<file path="src/rtl/iir_wb_arbiter.sv">
// Two-master round-robin Wishbone arbiter with bus lock in front of a shared IIR core.
// Optional strobe watchdog enabled by defining IIR_ARB_TIMEOUT_EN.
module iir_wb_arbiter #(
   parameter int ADDR_WIDTH     = 32,
   parameter int DATA_WIDTH     = 32,
   parameter int TIMEOUT_CYCLES = 255
) (
   input  logic                    clk_i,
   input  logic                    rst_ni,
   input  logic [ADDR_WIDTH-1:0]   m0_adr_i,
   input  logic [DATA_WIDTH-1:0]   m0_dat_i,
   input  logic [DATA_WIDTH/8-1:0] m0_sel_i,
   input  logic                    m0_we_i,
   input  logic                    m0_cyc_i,
   input  logic                    m0_stb_i,
   output logic [DATA_WIDTH-1:0]   m0_dat_o,
   output logic                    m0_ack_o,
   output logic                    m0_err_o,
   input  logic [ADDR_WIDTH-1:0]   m1_adr_i,
   input  logic [DATA_WIDTH-1:0]   m1_dat_i,
   input  logic [DATA_WIDTH/8-1:0] m1_sel_i,
   input  logic                    m1_we_i,
   input  logic                    m1_cyc_i,
   input  logic                    m1_stb_i,
   output logic [DATA_WIDTH-1:0]   m1_dat_o,
   output logic                    m1_ack_o,
   output logic                    m1_err_o,
   output logic [ADDR_WIDTH-1:0]   s_adr_o,
   output logic [DATA_WIDTH-1:0]   s_dat_o,
   output logic [DATA_WIDTH/8-1:0] s_sel_o,
   output logic                    s_we_o,
   output logic                    s_cyc_o,
   output logic                    s_stb_o,
   input  logic [DATA_WIDTH-1:0]   s_dat_i,
   input  logic                    s_ack_i,
   input  logic                    s_err_i,
   output logic [1:0]              grant_o
);

   typedef enum logic [1:0] {IDLE, OWN0, OWN1} state_t;

   state_t r_state;
   state_t w_next;
   logic   r_last_owner;
   logic   w_to;

   if (TIMEOUT_CYCLES < 1 || TIMEOUT_CYCLES > 65535) begin : g_bad_timeout
      $error("TIMEOUT_CYCLES out of range 1..65535");
   end

   always_ff @(posedge clk_i or negedge rst_ni) begin
      if (!rst_ni) begin
         r_state      <= IDLE;
         r_last_owner <= 1'b1;
      end else begin
         r_state <= w_next;
         if (r_state == OWN0 && !m0_cyc_i)
            r_last_owner <= 1'b0;
         else if (r_state == OWN1 && !m1_cyc_i)
            r_last_owner <= 1'b1;
      end
   end

   // Release always passes through IDLE; contention favours the non-last owner.
   always_comb begin
      w_next = r_state;
      unique case (r_state)
         IDLE: begin
            if (m0_cyc_i && m1_cyc_i)
               w_next = r_last_owner ? OWN0 : OWN1;
            else if (m0_cyc_i)
               w_next = OWN0;
            else if (m1_cyc_i)
               w_next = OWN1;
         end
         OWN0:    if (!m0_cyc_i) w_next = IDLE;
         OWN1:    if (!m1_cyc_i) w_next = IDLE;
         default: w_next = IDLE;
      endcase
   end

`ifdef IIR_ARB_TIMEOUT_EN
   logic [15:0] r_to_cnt;

   assign w_to = (r_to_cnt == 16'(TIMEOUT_CYCLES));

   always_ff @(posedge clk_i or negedge rst_ni) begin
      if (!rst_ni)
         r_to_cnt <= '0;
      else if (w_to || !s_stb_o || s_ack_i || s_err_i)
         r_to_cnt <= '0;
      else
         r_to_cnt <= r_to_cnt + 16'd1;
   end
`else
   assign w_to = 1'b0;
`endif

   always_comb begin
      grant_o  = 2'b00;
      s_adr_o  = '0;
      s_dat_o  = '0;
      s_sel_o  = '0;
      s_we_o   = 1'b0;
      s_cyc_o  = 1'b0;
      s_stb_o  = 1'b0;
      m0_dat_o = '0;
      m0_ack_o = 1'b0;
      m0_err_o = 1'b0;
      m1_dat_o = '0;
      m1_ack_o = 1'b0;
      m1_err_o = 1'b0;
      unique case (r_state)
         OWN0: begin
            grant_o  = 2'b01;
            s_adr_o  = m0_adr_i;
            s_dat_o  = m0_dat_i;
            s_sel_o  = m0_sel_i;
            s_we_o   = m0_we_i;
            s_cyc_o  = m0_cyc_i & ~w_to;
            s_stb_o  = m0_stb_i & ~w_to;
            m0_dat_o = s_dat_i;
            m0_ack_o = s_ack_i;
            m0_err_o = s_err_i | w_to;
         end
         OWN1: begin
            grant_o  = 2'b10;
            s_adr_o  = m1_adr_i;
            s_dat_o  = m1_dat_i;
            s_sel_o  = m1_sel_i;
            s_we_o   = m1_we_i;
            s_cyc_o  = m1_cyc_i & ~w_to;
            s_stb_o  = m1_stb_i & ~w_to;
            m1_dat_o = s_dat_i;
            m1_ack_o = s_ack_i;
            m1_err_o = s_err_i | w_to;
         end
         default: ;
      endcase
   end

endmodule

</file>
<file path="config.mk">
export PLATFORM = sky130hd
export DESIGN_NAME = iir_wb_arbiter
export DESIGN_NICKNAME = d
export VERILOG_FILES = /design/src/rtl/iir_wb_arbiter.sv
export SDC_FILE = /design/constraint.sdc
export NUM_CORES = 1
export LEC_CHECK = 0
export BUFFER_PORTS_ARGS = -buffer_cell sky130_fd_sc_hd__buf_2
export CORE_AREA = 2 2 124 126
export CTS_CLUSTER_SIZE = 24
export DETAILED_ROUTE_END_ITERATION = 16
export DIE_AREA = 0 0 126 128
export PLACE_DENSITY = 0.42
export SYNTH_ARGS = -nofsm -noshare
export SYNTH_HDL_FRONTEND = slang
export SYNTH_SLANG_ARGS = --single-unit
</file>
<file path="constraint.sdc">
create_clock -name clk_i -period 1.8 [get_ports clk_i]
set_input_delay 0.54 -clock clk_i [delete_from_list [all_inputs] [get_ports clk_i]]
set_output_delay 0.54 -clock clk_i [all_outputs]
set_load 0.05 [all_outputs]
</file>
# After elaboration in Yosys (flattened, before gate mapping)
# Cells that the tools add are included.
# totals
ff_bits	3
out_inout_bits	141
word_cells	37
# classes
n_eq_ne	5
mux	22
reduce_logical	8
# ops
op	n
one-hot mux 32 bit (2 select lines)	2
2-to-1 mux 32 bit	2
2-to-1 mux 2 bit	6
one-hot mux 4 bit (2 select lines)	1
2-to-1 mux 1 bit	6
one-hot mux 1 bit (2 select lines)	3
one-hot mux 2 bit (3 select lines)	1
inequality test 2 bit (second input constant)	2
inequality test 4 bit (second input constant)	1
one-hot mux 2 bit (2 select lines)	1
logical AND 1 bit	3
AND reduction 3 bit	1
== test 2 x 1 -> 1 bit (second input constant)	1
== test 2 bit (second input constant)	1
logical NOT 1 bit	2
logical NOT 2 bit	1
nonzero test 2 bit	1

# Depth between registers and ports, before layout
# Gate-level depths: netlist (run 1).
# logic_depth
depth_word	4
mapped_depth	7

# Worst setup path before layout (run 1)
# OpenSTA, ideal clock, no wires.
# synth_path
path_kind	register to output
from	register r_state[0]
to	output port s_adr_o[0]
t_arrival_ps	1830
slack_ps	-570
path_stages_with_launch	8
path_cell_list	dfrtp_1 inv_1 ha_1 buf_6 buf_6 buf_2 a22oi_1 nor2b_1
# synth_via
elab_chain_len	2
word_cells_on_any_way	3
classes_between	eq/ne (2); mux (1)
# synth_lines
item	line_no	rtl
from (decl)	42	state_t r_state;
from (signal assigned)	56	r_state <= w_next;
== test 2 bit or == test 2 x 1 -> 1 bit (tied branches)	113	unique case (r_state)
one-hot mux 32 bit (2 select lines) (*)	113	
to (decl)	28	output logic [ADDR_WIDTH-1:0] s_adr_o,
# Every way passes the cells marked *; elsewhere a longest branch is shown, timed or not.

# Worst setup path in the final report (run 1)
# layout_path
from	register r_state[0]
to	output port s_dat_o[20]
# layout_via
elab_chain_len	2
word_cells_on_any_way	3
classes_between	eq/ne (2); mux (1)
# layout_lines
item	line_no	rtl
== test 2 bit or == test 2 x 1 -> 1 bit (tied branches)	113	
one-hot mux 32 bit (2 select lines) (*)	113	
to (decl)	29	output logic [DATA_WIDTH-1:0] s_dat_o,
# Marks and branches as above.

==> results.sh, run 1 <==
export IMPL_outcome="complete, but fails checks"
export IMPL_violations="setup timing"
export IMPL_power_internal_uw=6701
export IMPL_nets=803
export IMPL_worstReg2RegEnd="r_state[1]$_DFFE_PN0P_"
export IMPL_hold_path_class="in2async"
export IMPL_layout_drive_gt1_share_pct=93.21
export IMPL_slew_viol_final=0
export IMPL_switching_share_pct=49.08
export IMPL_vias=3484
export IMPL_most_common_layout_cells="buf_2, buf_8, nor2b_4, and2_4, buf_6"
export IMPL_timing_reg2reg_setup_slack_ns=-0.06
export IMPL_r2r_cells=9
export IMPL_dieWidth_um=126
export IMPL_fin_skew_ns=0.0001479
export IMPL_dp_slack_ns=-0.3308
export IMPL_ys_seq_area_share_pct=4.242
export IMPL_wl_per_cell_um=17.63
export IMPL_total_power_uw=13160
export IMPL_globalplace_congestion=0.7863
export IMPL_grt_start_max_net_pins=31
export IMPL_drc=0
export IMPL_grtUsageTotal_pct=15.42
export IMPL_hpwlAfterDp_um=8417
export IMPL_leakage_uw=0.003114
export IMPL_cp_start_kind="flip-flop"
export IMPL_yosys_register_bits=3
export IMPL_initial_core_util_pct=12.10
export IMPL_gr_total_overflow=0
export IMPL_fp_dieArea_mm2=0.01613
export IMPL_pwr_share_clk_pct=2.7
export IMPL_period_minus_slack_ns=2.247
export IMPL_grt_first_pass_wirelength_um=19890
export IMPL_vdd_ir_drop_max_mv=0.6889
export IMPL_port_buffers=318
export IMPL_timing_final_crit_share_pct=124.9
export IMPL_path_class="reg2out"
export IMPL_drtIter0Drc=91
export IMPL_clkLatencyLatePin_ns=0.22
export IMPL_worstMarginPinSlew_ns=0.3056
export IMPL_finalSetupViolCount=141
export IMPL_final_common_cell="buf_2"
export IMPL_core_area_mm2=0.01486
export IMPL_ys_types=21
export IMPL_synth_nets=447
export IMPL_antenna_found_initial=0
export IMPL_cts_buffers=3
export IMPL_root_buffer="clkbuf_16"
export IMPL_timing_fmax_ghz=0.4450
export IMPL_wirelength_um=14230
export IMPL_netlist_area_mm2=0.001799
export IMPL_pwr_share_comb_pct=96.3
export IMPL_die_y_um=128
export IMPL_setup_ws_ns=-0.4473
export IMPL_hold_viol_final=0
export IMPL_drtPass1Iterations=4
export IMPL_final_antenna_net_count=0
export IMPL_placementRows=45
export IMPL_max_cap_viol_count=0
export IMPL_clk_pin_slew_worst_paths_ns=0.03
export IMPL_cts_hold_buf=0
export IMPL_r2r_start="r_state[1]$_DFFE_PN0P_"
export IMPL_p_sw_uw=6459
export IMPL_crit_required_ns=1.26
export IMPL_cts_sinks=3
export IMPL_avgSynthCellArea_um2=6.815
export IMPL_synth_warnings=0
export IMPL_synthToLayoutAreaGrowth_pct=275.5
export IMPL_critical_path_arrival_ns=1.71
export IMPL_cellPowerDensity_mw_per_mm2=1948
export IMPL_boundaryPins=319
export IMPL_power_frac_seq_pct=1.0
export IMPL_grt_pass1_vias=3687
export IMPL_num_antenna_cells=0
export IMPL_crit_fanout=17
export IMPL_cp_end_kind="primary output"
export IMPL_htreeDepth=1
export IMPL_cts_path_max_buffers=2
export IMPL_rsz0062_at_grt="yes"
export IMPL_via_per_inst=4.317
export IMPL_max_slew_margin_pct=79.63
export IMPL_cts_tree="done"
export IMPL_netlist_instances=264
-- power groups by stage --
stage,clock [uW],sequential [uW],combinational (uW)
after CTS,363,130,11700
after floorplan,0,127,6730
after detailed placement,0,130,8340
after global placement,0,130,8340
after global routing,371,133,13200
final,355,129,12700
-- cell type report --
| cell class | instances | area, um^2 |
|---|---|---|
| inverters | 5 | 18.77 |
| flip-flops and latches | 3 | 76.32 |
| multi-input cells | 225 | 2504 |
| repair buffers | 382 | 3844 |
| fillers | 1347 | 8108 |
| clock buffers | 4 | 78.83 |
| well taps | 188 | 235.2 |
-- layer usage --
layer / global-route usage, % / vias up / part of all wire [%]
met3: 3.422 / 15 / 7.1
met4: 2.973 / 0 / 1.1
li1: - / 1650 / -
met1: 16.57 / 1626 / 36
met2: 30.74 / 193 / 55
met5: 0 / - / 0
-- flip-flops by register name, summed over array words and instances (netlist names) --
register	count
r_state	2
r_last_owner	1
-- what timing repair did --
item	4_1_cts	5_1_grt
cloned	15	8
endpoints found under the setup margin	140	143
resized for setup	378	64
buffers inserted	13	8
pin swaps	4	8
-- worst max path at each step --
stage | start | end | cells after the start
final | r_state[0]$_DFFE_PN0P_ | s_dat_o[20] | 7
after floorplan | r_state[1]$_DFFE_PN0P_ | s_adr_o[10] | 7
after global placement | r_state[1]$_DFFE_PN0P_ | s_adr_o[19] | 6
after CTS | r_state[1]$_DFFE_PN0P_ | s_adr_o[19] | 6
after global routing | r_state[0]$_DFFE_PN0P_ | s_dat_o[20] | 7
after detailed placement | r_state[0]$_DFFE_PN0P_ | s_adr_o[9] | 5
-- cell usage after synthesis --
library cell / count / area share, %
a22oi_1: 70 / 29
nor2b_1: 70 / 24
and2_1: 69 / 24
buf_2: 16 / 4.5
clkbuf_1: 9 / 1.9
ha_1: 5 / 3.5
inv_1: 5 / 1.0
buf_4: 3 / 1.3
buf_6: 3 / 1.9
a21oi_1: 2 / 0.56
dfrtp_1: 2 / 2.8
a22o_1: 1 / 0.49
a22oi_2: 1 / 0.70
a311o_1: 1 / 0.56
a32oi_1: 1 / 0.49
dfstp_2: 1 / 1.5
nand2b_1: 1 / 0.35
nor2_1: 1 / 0.21
nor3_1: 1 / 0.28
o21ai_1: 1 / 0.28
o22ai_1: 1 / 0.35
-- metrics by stage --
step / TNS (ns) / cells / utilization (%) / hold WS, ns / cell area, um^2
2_1_floorplan: -7.445 / 264 / - / 0.2444 / 2535
3_3_place_gp: -30.38 / 762 / 29.82 / 0.3417 / 4433
3_5_place_dp: -32.24 / 762 / 29.82 / 0.3407 / 4433
4_1_cts: -49.83 / 794 / 42.58 / 0.1066 / 6330
5_1_grt: -59.28 / 807 / 45.45 / 0.1031 / 6756
6_report: -50.12 / 807 / 45.45 / 0.1077 / 6756
-- cells by family (layout without fill, tap and decap cells) --
group / Yosys count / after routing / share of synthesized area [%]
AO/OA/AOI/OAI: 78 / 78 / 32.61
buffers and inverters: 36 / 391 / 10.50
adder cells (fa/ha/maj): 5 / 5 / 3.477
AND/OR/NAND/NOR: 142 / 142 / 49.17
flip-flops: 3 / 3 / 4.242
-- worst max-delay path, cell delays in order (launching register included) --
cell and delay, ns:
dfrtp_1 0.41, inv_2 0.14, ha_4 0.23, buf_12 0.18, a22oi_1 0.09, buf_4 0.15, nor2b_4 0.10, buf_6 0.16
Note: power is estimated with default switching activity, not from simulation.
==> run 2, diff against run 1 <==
--- a/config.mk
+++ b/config.mk
@@ -12,3 +12,3 @@
 export DIE_AREA = 0 0 126 128
-export PLACE_DENSITY = 0.42
+export PLACE_DENSITY = 0.55
 export SYNTH_ARGS = -nofsm -noshare
--- a/constraint.sdc
+++ b/constraint.sdc
@@ -3,2 +3,2 @@
 set_output_delay 0.54 -clock clk_i [all_outputs]
-set_load 0.05 [all_outputs]
+set_load 0.02 [all_outputs]
==> results.sh, run 2 (synthesized netlist as in run 1, its figures left out) <==
export IMPL_crit_fanout=13
export IMPL_setup_ws_ns=-0.4446
export IMPL_layout_drive_gt1_share_pct=88.45
export IMPL_r2r_start="r_state[0]$_DFFE_PN0P_"
export IMPL_leakage_uw=0.002614
export IMPL_r2r_cells=8
export IMPL_most_common_layout_cells="buf_2, buf_6, buf_4, nor2b_2, a22oi_2"
export IMPL_worstMarginPinSlew_ns=0.3220
export IMPL_max_slew_margin_pct=78.53
export IMPL_slew_viol_final=0
export IMPL_worstReg2RegEnd="r_state[1]$_DFFE_PN0P_"
export IMPL_dieWidth_um=126
export IMPL_timing_fmax_ghz=0.4455
export IMPL_die_y_um=128
export IMPL_cp_top_family="buffers and inverters"
export IMPL_vdd_ir_drop_max_mv=0.9514
export IMPL_cts_buffers=3
export IMPL_largest_reg_flops=2
export IMPL_gr_total_overflow=0
export IMPL_wl_per_cell_um=15.87
export IMPL_initial_core_util_pct=12.10
export IMPL_hpwlAfterDp_um=7873
export IMPL_timing_reg2reg_setup_slack_ns=0.09
export IMPL_via_per_inst=4.219
export IMPL_fin_cells=794
export IMPL_final_antenna_net_count=0
export IMPL_largest_register="r_state"
export IMPL_total_power_uw=8515
export IMPL_clkLatencyLatePin_ns=0.22
export IMPL_drtPass1Iterations=5
export IMPL_boundaryPins=319
export IMPL_timing_final_crit_share_pct=124.7
export IMPL_synthToLayoutAreaGrowth_pct=205.6
export IMPL_grtUsageTotal_pct=12.77
export IMPL_grt_first_pass_wirelength_um=16610
export IMPL_cts_tree="done"
export IMPL_busiest_layer="met2"
export IMPL_clk_pin_slew_worst_paths_ns=0.03
export IMPL_drtIter0Drc=105
export IMPL_nets=790
export IMPL_wirelength_um=12600
export IMPL_fin_util_pct=36.99
export IMPL_drc=0
export IMPL_fp_dieArea_mm2=0.01613
export IMPL_slowest_delay_ns=0.39
export IMPL_register_area_um2=76.32
export IMPL_root_buffer="clkbuf_16"
export IMPL_port_buffers=318
export IMPL_met1_usage_pct=15.71
export IMPL_max_cap_viol_count=0
export IMPL_top_regs="r_state x2, r_last_owner x1"
export IMPL_path_common_cell="buf_12"
export IMPL_vias=3350
export IMPL_core_area_mm2=0.01486
export IMPL_cp_slowest_cell="dfrtp_1"
export IMPL_path_cells="inv_2 -> ha_4 -> buf_12 -> buf_12 -> a22oi_1 -> nor2b_2 -> buf_4"
export IMPL_cts_path_max_buffers=2
export IMPL_rsz0062_at_grt="yes"
export IMPL_grt_start_max_net_pins=41
export IMPL_finish_instance_area_mm2=0.005499
export IMPL_placementRows=45
export IMPL_final_common_cell="buf_2"
export IMPL_violations="setup timing"
export IMPL_cp_end_kind="primary output"
export IMPL_num_antenna_cells=0
export IMPL_cts_hold_buf=0
export IMPL_grt_pass1_vias=3084
export IMPL_nFillCells=1497
export IMPL_crit_buf_inv=4
export IMPL_htreeDepth=1
export IMPL_cts_sinks=3
export IMPL_critical_path_arrival_ns=1.70
export IMPL_numPlacedInstances=758
export IMPL_finalSetupViolCount=141
export IMPL_cp_start_kind="flip-flop"
export IMPL_cellPowerDensity_mw_per_mm2=1548
export IMPL_place_area_mm2=0.003931
export IMPL_use_met3_pct=1.962
export IMPL_hold_path_class="in2async"
export IMPL_fin_skew_ns=0.001570
export IMPL_multiInputGateArea_mm2=0.002108
export IMPL_use_met2_pct=24.26
export IMPL_crit_required_ns=1.26
export IMPL_antenna_found_initial=0
export IMPL_path_class="reg2out"
export IMPL_period_minus_slack_ns=2.245
export IMPL_hold_viol_final=0
export IMPL_globalplace_congestion=0.7946
export IMPL_outcome="complete, but fails checks"
run 2: cell types whose count changed in the layout (fill, tap and decap cells not counted), moves of 22 or more:
cell,previous run,this run
buf_4,22,82
nor2b_4,70,8
and2_4,66,38
nor2b_2,0,62
buf_8,83,1
and2_1,0,22
run 2: layout make-up:
cell class	instances	area share, %
multi-input combinational	225	38.34
inverter	5	0.3413
tap	188	4.278
sequential	3	1.388
timing repair buffer	369	54.22
clock buffer	4	1.433
run 2: what timing repair did:
| action | CTS | global route |
|---|---|---|
| gates cloned | 10 | 3 |
| buffers inserted | 12 | 10 |
| setup endpoints to repair | 139 | 141 |
| pin swaps | 3 | 4 |
| resized for setup | 195 | 119 |
run 2: per-layer routing:
| layer | vias to the layer above | routed length [um] | part of all wire, % |
|---|---|---|---|
| met5 | - | 0 | 0 |
| met4 | 0 | 91 | 0.72 |
| met3 | 8 | 749 | 5.9 |
| met2 | 160 | 6858 | 54 |
| met1 | 1575 | 4900 | 39 |
| li1 | 1607 | - | - |
run 2: worst max path at each step:
stage	to	startpoint	depth (start not counted)
3_3_place_gp	s_dat_o[6]	r_state[1]$_DFFE_PN0P_	6
4_1_cts	s_dat_o[30]	r_state[0]$_DFFE_PN0P_	6
3_5_place_dp	s_dat_o[6]	r_state[0]$_DFFE_PN0P_	6
2_1_floorplan	s_adr_o[10]	r_state[1]$_DFFE_PN0P_	7
5_1_grt	s_dat_o[13]	r_state[0]$_DFFE_PN0P_	8
6_report	s_adr_o[31]	r_state[0]$_DFFE_PN0P_	7
run 2: metrics by stage:
stage	setup TNS, ns	setup WS, ns	hold WS [ns]
4_1_cts	-46.46	-0.4119	0.1080
2_1_floorplan	-2.452	-0.04244	0.2444
5_1_grt	-56.66	-0.4875	0.1112
3_3_place_gp	-10.85	-0.1739	0.3416
3_5_place_dp	-13.04	-0.1886	0.3405
6_report	-47.45	-0.4446	0.1086
run 2: power by group:
group | leakage [uW] | internal (uW) | switching [uW]
Combinational | 0.00254 | 4320 | 3700
Sequential | 0.0000362 | 107 | 28.6
Clock | 0.0000382 | 292 | 59.4
Total | 0.00261 | 4720 | 3790
==> run 3, diff against run 2 <==
Settings changed: ABC_AREA set to 1, PLACE_DENSITY 0.55 to not set, PLACE_DENSITY_LB_ADDON set to 0.3.
==> results.sh, run 3 <==
export IMPL_fin_skew_ns=0.002977
export IMPL_largest_reg_flops=2
export IMPL_grtUsageTotal_pct=13.66
export IMPL_initial_core_util_pct=12.71
export IMPL_period_minus_slack_ns=2.150
export IMPL_path_class="reg2out"
export IMPL_ys_types=15
export IMPL_slew_viol_final=0
export IMPL_synth_edf_count=0
export IMPL_cts_path_max_buffers=2
export IMPL_crit_fanout=7
export IMPL_setup_ws_ns=-0.3495
export IMPL_slowest_delay_ns=0.37
export IMPL_synth_warnings=0
export IMPL_top_regs="r_state x2, r_last_owner x1"
export IMPL_path_cells="inv_2 -> ha_4 -> buf_12 -> buf_16 -> nand2_2 -> a21oi_2 -> buf_4"
export IMPL_yosys_register_bits=3
export IMPL_synth_flop_cell="dfrtp_1"
export IMPL_drtIter0Drc=114
export IMPL_port_buffers=318
export IMPL_avgSynthCellArea_um2=4.564
export IMPL_rsz0062_at_grt="yes"
export IMPL_cp_start_kind="flip-flop"
export IMPL_die_y_um=128
export IMPL_synthToLayoutAreaGrowth_pct=196.8
export IMPL_final_antenna_net_count=0
export IMPL_fin_setup_tns_ns=-37.99
export IMPL_hold_viol_final=0
export IMPL_nets=938
export IMPL_vdd_ir_drop_max_mv=0.8244
export IMPL_vias=3870
export IMPL_core_area_mm2=0.01486
export IMPL_htreeDepth=1
export IMPL_outcome="complete, but fails checks"
export IMPL_fin_util_pct=37.72
export IMPL_yosysMostFrequentCell="nand2_1"
export IMPL_cts_buffers=3
export IMPL_clk_pin_slew_worst_paths_ns=0.03
export IMPL_grt_first_pass_wirelength_um=17830
export IMPL_clkLatencyLatePin_ns=0.23
export IMPL_ys_seq_area_share_pct=4.040
export IMPL_critical_path_arrival_ns=1.61
export IMPL_finish_instance_area_mm2=0.005607
export IMPL_place_area_mm2=0.004128
export IMPL_max_cap_viol_count=0
export IMPL_max_slew_margin_pct=87.62
export IMPL_globalplace_congestion=0.7580
export IMPL_most_common_layout_cells="buf_2, nand2_1, buf_6, buf_4, inv_1"
export IMPL_cp_slowest_cell="dfrtp_1"
export IMPL_root_buffer="clkbuf_16"
export IMPL_dieWidth_um=126
export IMPL_boundaryPins=319
export IMPL_violations="setup timing"
export IMPL_wl_per_cell_um=14.24
export IMPL_wirelength_um=13410
export IMPL_netlist_area_mm2=0.001889
export IMPL_timing_final_crit_share_pct=119.4
export IMPL_cts_sinks=3
export IMPL_leakage_uw=0.003135
export IMPL_cts_tree="done"
export IMPL_synthArstFlopShare_pct=100.0
export IMPL_fp_dieArea_mm2=0.01613
export IMPL_via_per_inst=4.108
export IMPL_placementRows=45
export IMPL_yosysTopAreaCell="nand2_1"
export IMPL_largest_register="r_state"
export IMPL_cp_end_kind="primary output"
export IMPL_worstMarginPinSlew_ns=0.1857
export IMPL_netlist_instances=414
export IMPL_synth_cells_most_frequent="nand2_1, inv_1, a21oi_1"
export IMPL_timing_hold_ws_ns=0.1069
export IMPL_hpwlAfterDp_um=8538
export IMPL_timing_fmax_ghz=0.4652
export IMPL_num_antenna_cells=0
export IMPL_drc=0
export IMPL_synth_nets=597
export IMPL_total_power_uw=8129
export IMPL_grt_start_max_net_pins=28
export IMPL_final_common_cell="buf_2"
export IMPL_finalSetupViolCount=139
export IMPL_synth_top_area_share_pct=41.92
export IMPL_gr_total_overflow=0
export IMPL_grt_pass1_vias=3594
export IMPL_yosys_top_cells_area="nand2_1, a21oi_1, inv_1, buf_2, a21oi_2"
export IMPL_antenna_found_initial=0
export IMPL_crit_required_ns=1.26
export IMPL_hold_path_class="in2async"
export IMPL_cp_top_family="buffers and inverters"
export IMPL_layout_drive_gt1_share_pct=68.30
export IMPL_crit_buf_inv=4
export IMPL_cellPowerDensity_mw_per_mm2=1450
export IMPL_drtPass1Iterations=4
run 3: changes by cell type after synthesis, moves of 10 or more:
cell     before  now
a22oi_1      70    0
nand2_1       0  211
a21oi_2       0   10
nor2b_1      70    0
and2_1       69    0
nand2_2       0   10
a21oi_1       2   63
inv_1         5   75
run 3: final cells by class:
type | instances | area (um^2)
tap | 188 | 235.2
clock buffer | 4 | 78.83
fill | 1552 | 9258
multi-input combinational | 304 | 1966
sequential | 3 | 76.32
inverter | 76 | 290.3
timing repair inverter | 1 | 6.256
timing repair buffer | 366 | 2954
run 3: kinds of logic after synthesis:
group	share of synthesized area, %
and+or+nand+nor	46.29
buffers and inverters	25.03
AOI/OAI and AO/OA	21.32
adders and majority gates	3.311
DFF	4.040
run 3: routing by layer:
| layer | up-vias | global-route usage [%] | routed length, um | share of wire (%) |
|---|---|---|---|---|
| met5 | - | 0 | 0 | 0 |
| met4 | 0 | 2.715 | 152 | 1.1 |
| met3 | 16 | 2.462 | 1036 | 7.7 |
| met2 | 211 | 26.53 | 7212 | 54 |
| met1 | 1745 | 15.54 | 5009 | 37 |
| li1 | 1898 | - | - | - |
run 3: final timing paths:
path | start | to | slack (ns) | depth (start not counted)
setup / recovery | r_state[0]$_DFFE_PN0P_ | s_dat_o[8] | -0.35 | 7
max in group asynchronous | rst_ni | r_last_owner$_DFFE_PN1P_ | 1.49 | 1
setup reg to reg | r_state[0]$_DFFE_PN0P_ | r_state[0]$_DFFE_PN0P_ | 0.23 | 10
hold reg to reg | r_last_owner$_DFFE_PN1P_ | r_last_owner$_DFFE_PN1P_ | 0.53 | 2
hold / removal | rst_ni | r_state[1]$_DFFE_PN0P_ | 0.11 | 1
min in group clk_i | r_last_owner$_DFFE_PN1P_ | r_last_owner$_DFFE_PN1P_ | 0.53 | 2
run 3: report_power, final:
| group | leakage (uW) | total [uW] | switching, uW | internal, uW |
|---|---|---|---|---|
| Clock | 0.0000382 | 357 | 64.1 | 293 |
| Combinational | 0.00306 | 7650 | 4220 | 3430 |
| Sequential | 0.0000363 | 122 | 17.3 | 105 |
run 3: metrics by stage:
stage,worst slack [ns],instances
floorplan,-0.08198,414
global placement,-0.1357,911
detailed placement,-0.1656,911
CTS,-0.3457,930
global route,-0.4053,942
finish,-0.3495,942
run 3: what timing repair did:
action                     CTS  global route
setup endpoints to repair  139           139
pin swaps                   10            14
gates resized for setup    166           165
gates cloned                 9             5
setup buffers                6             9
hold buffers                 0             0
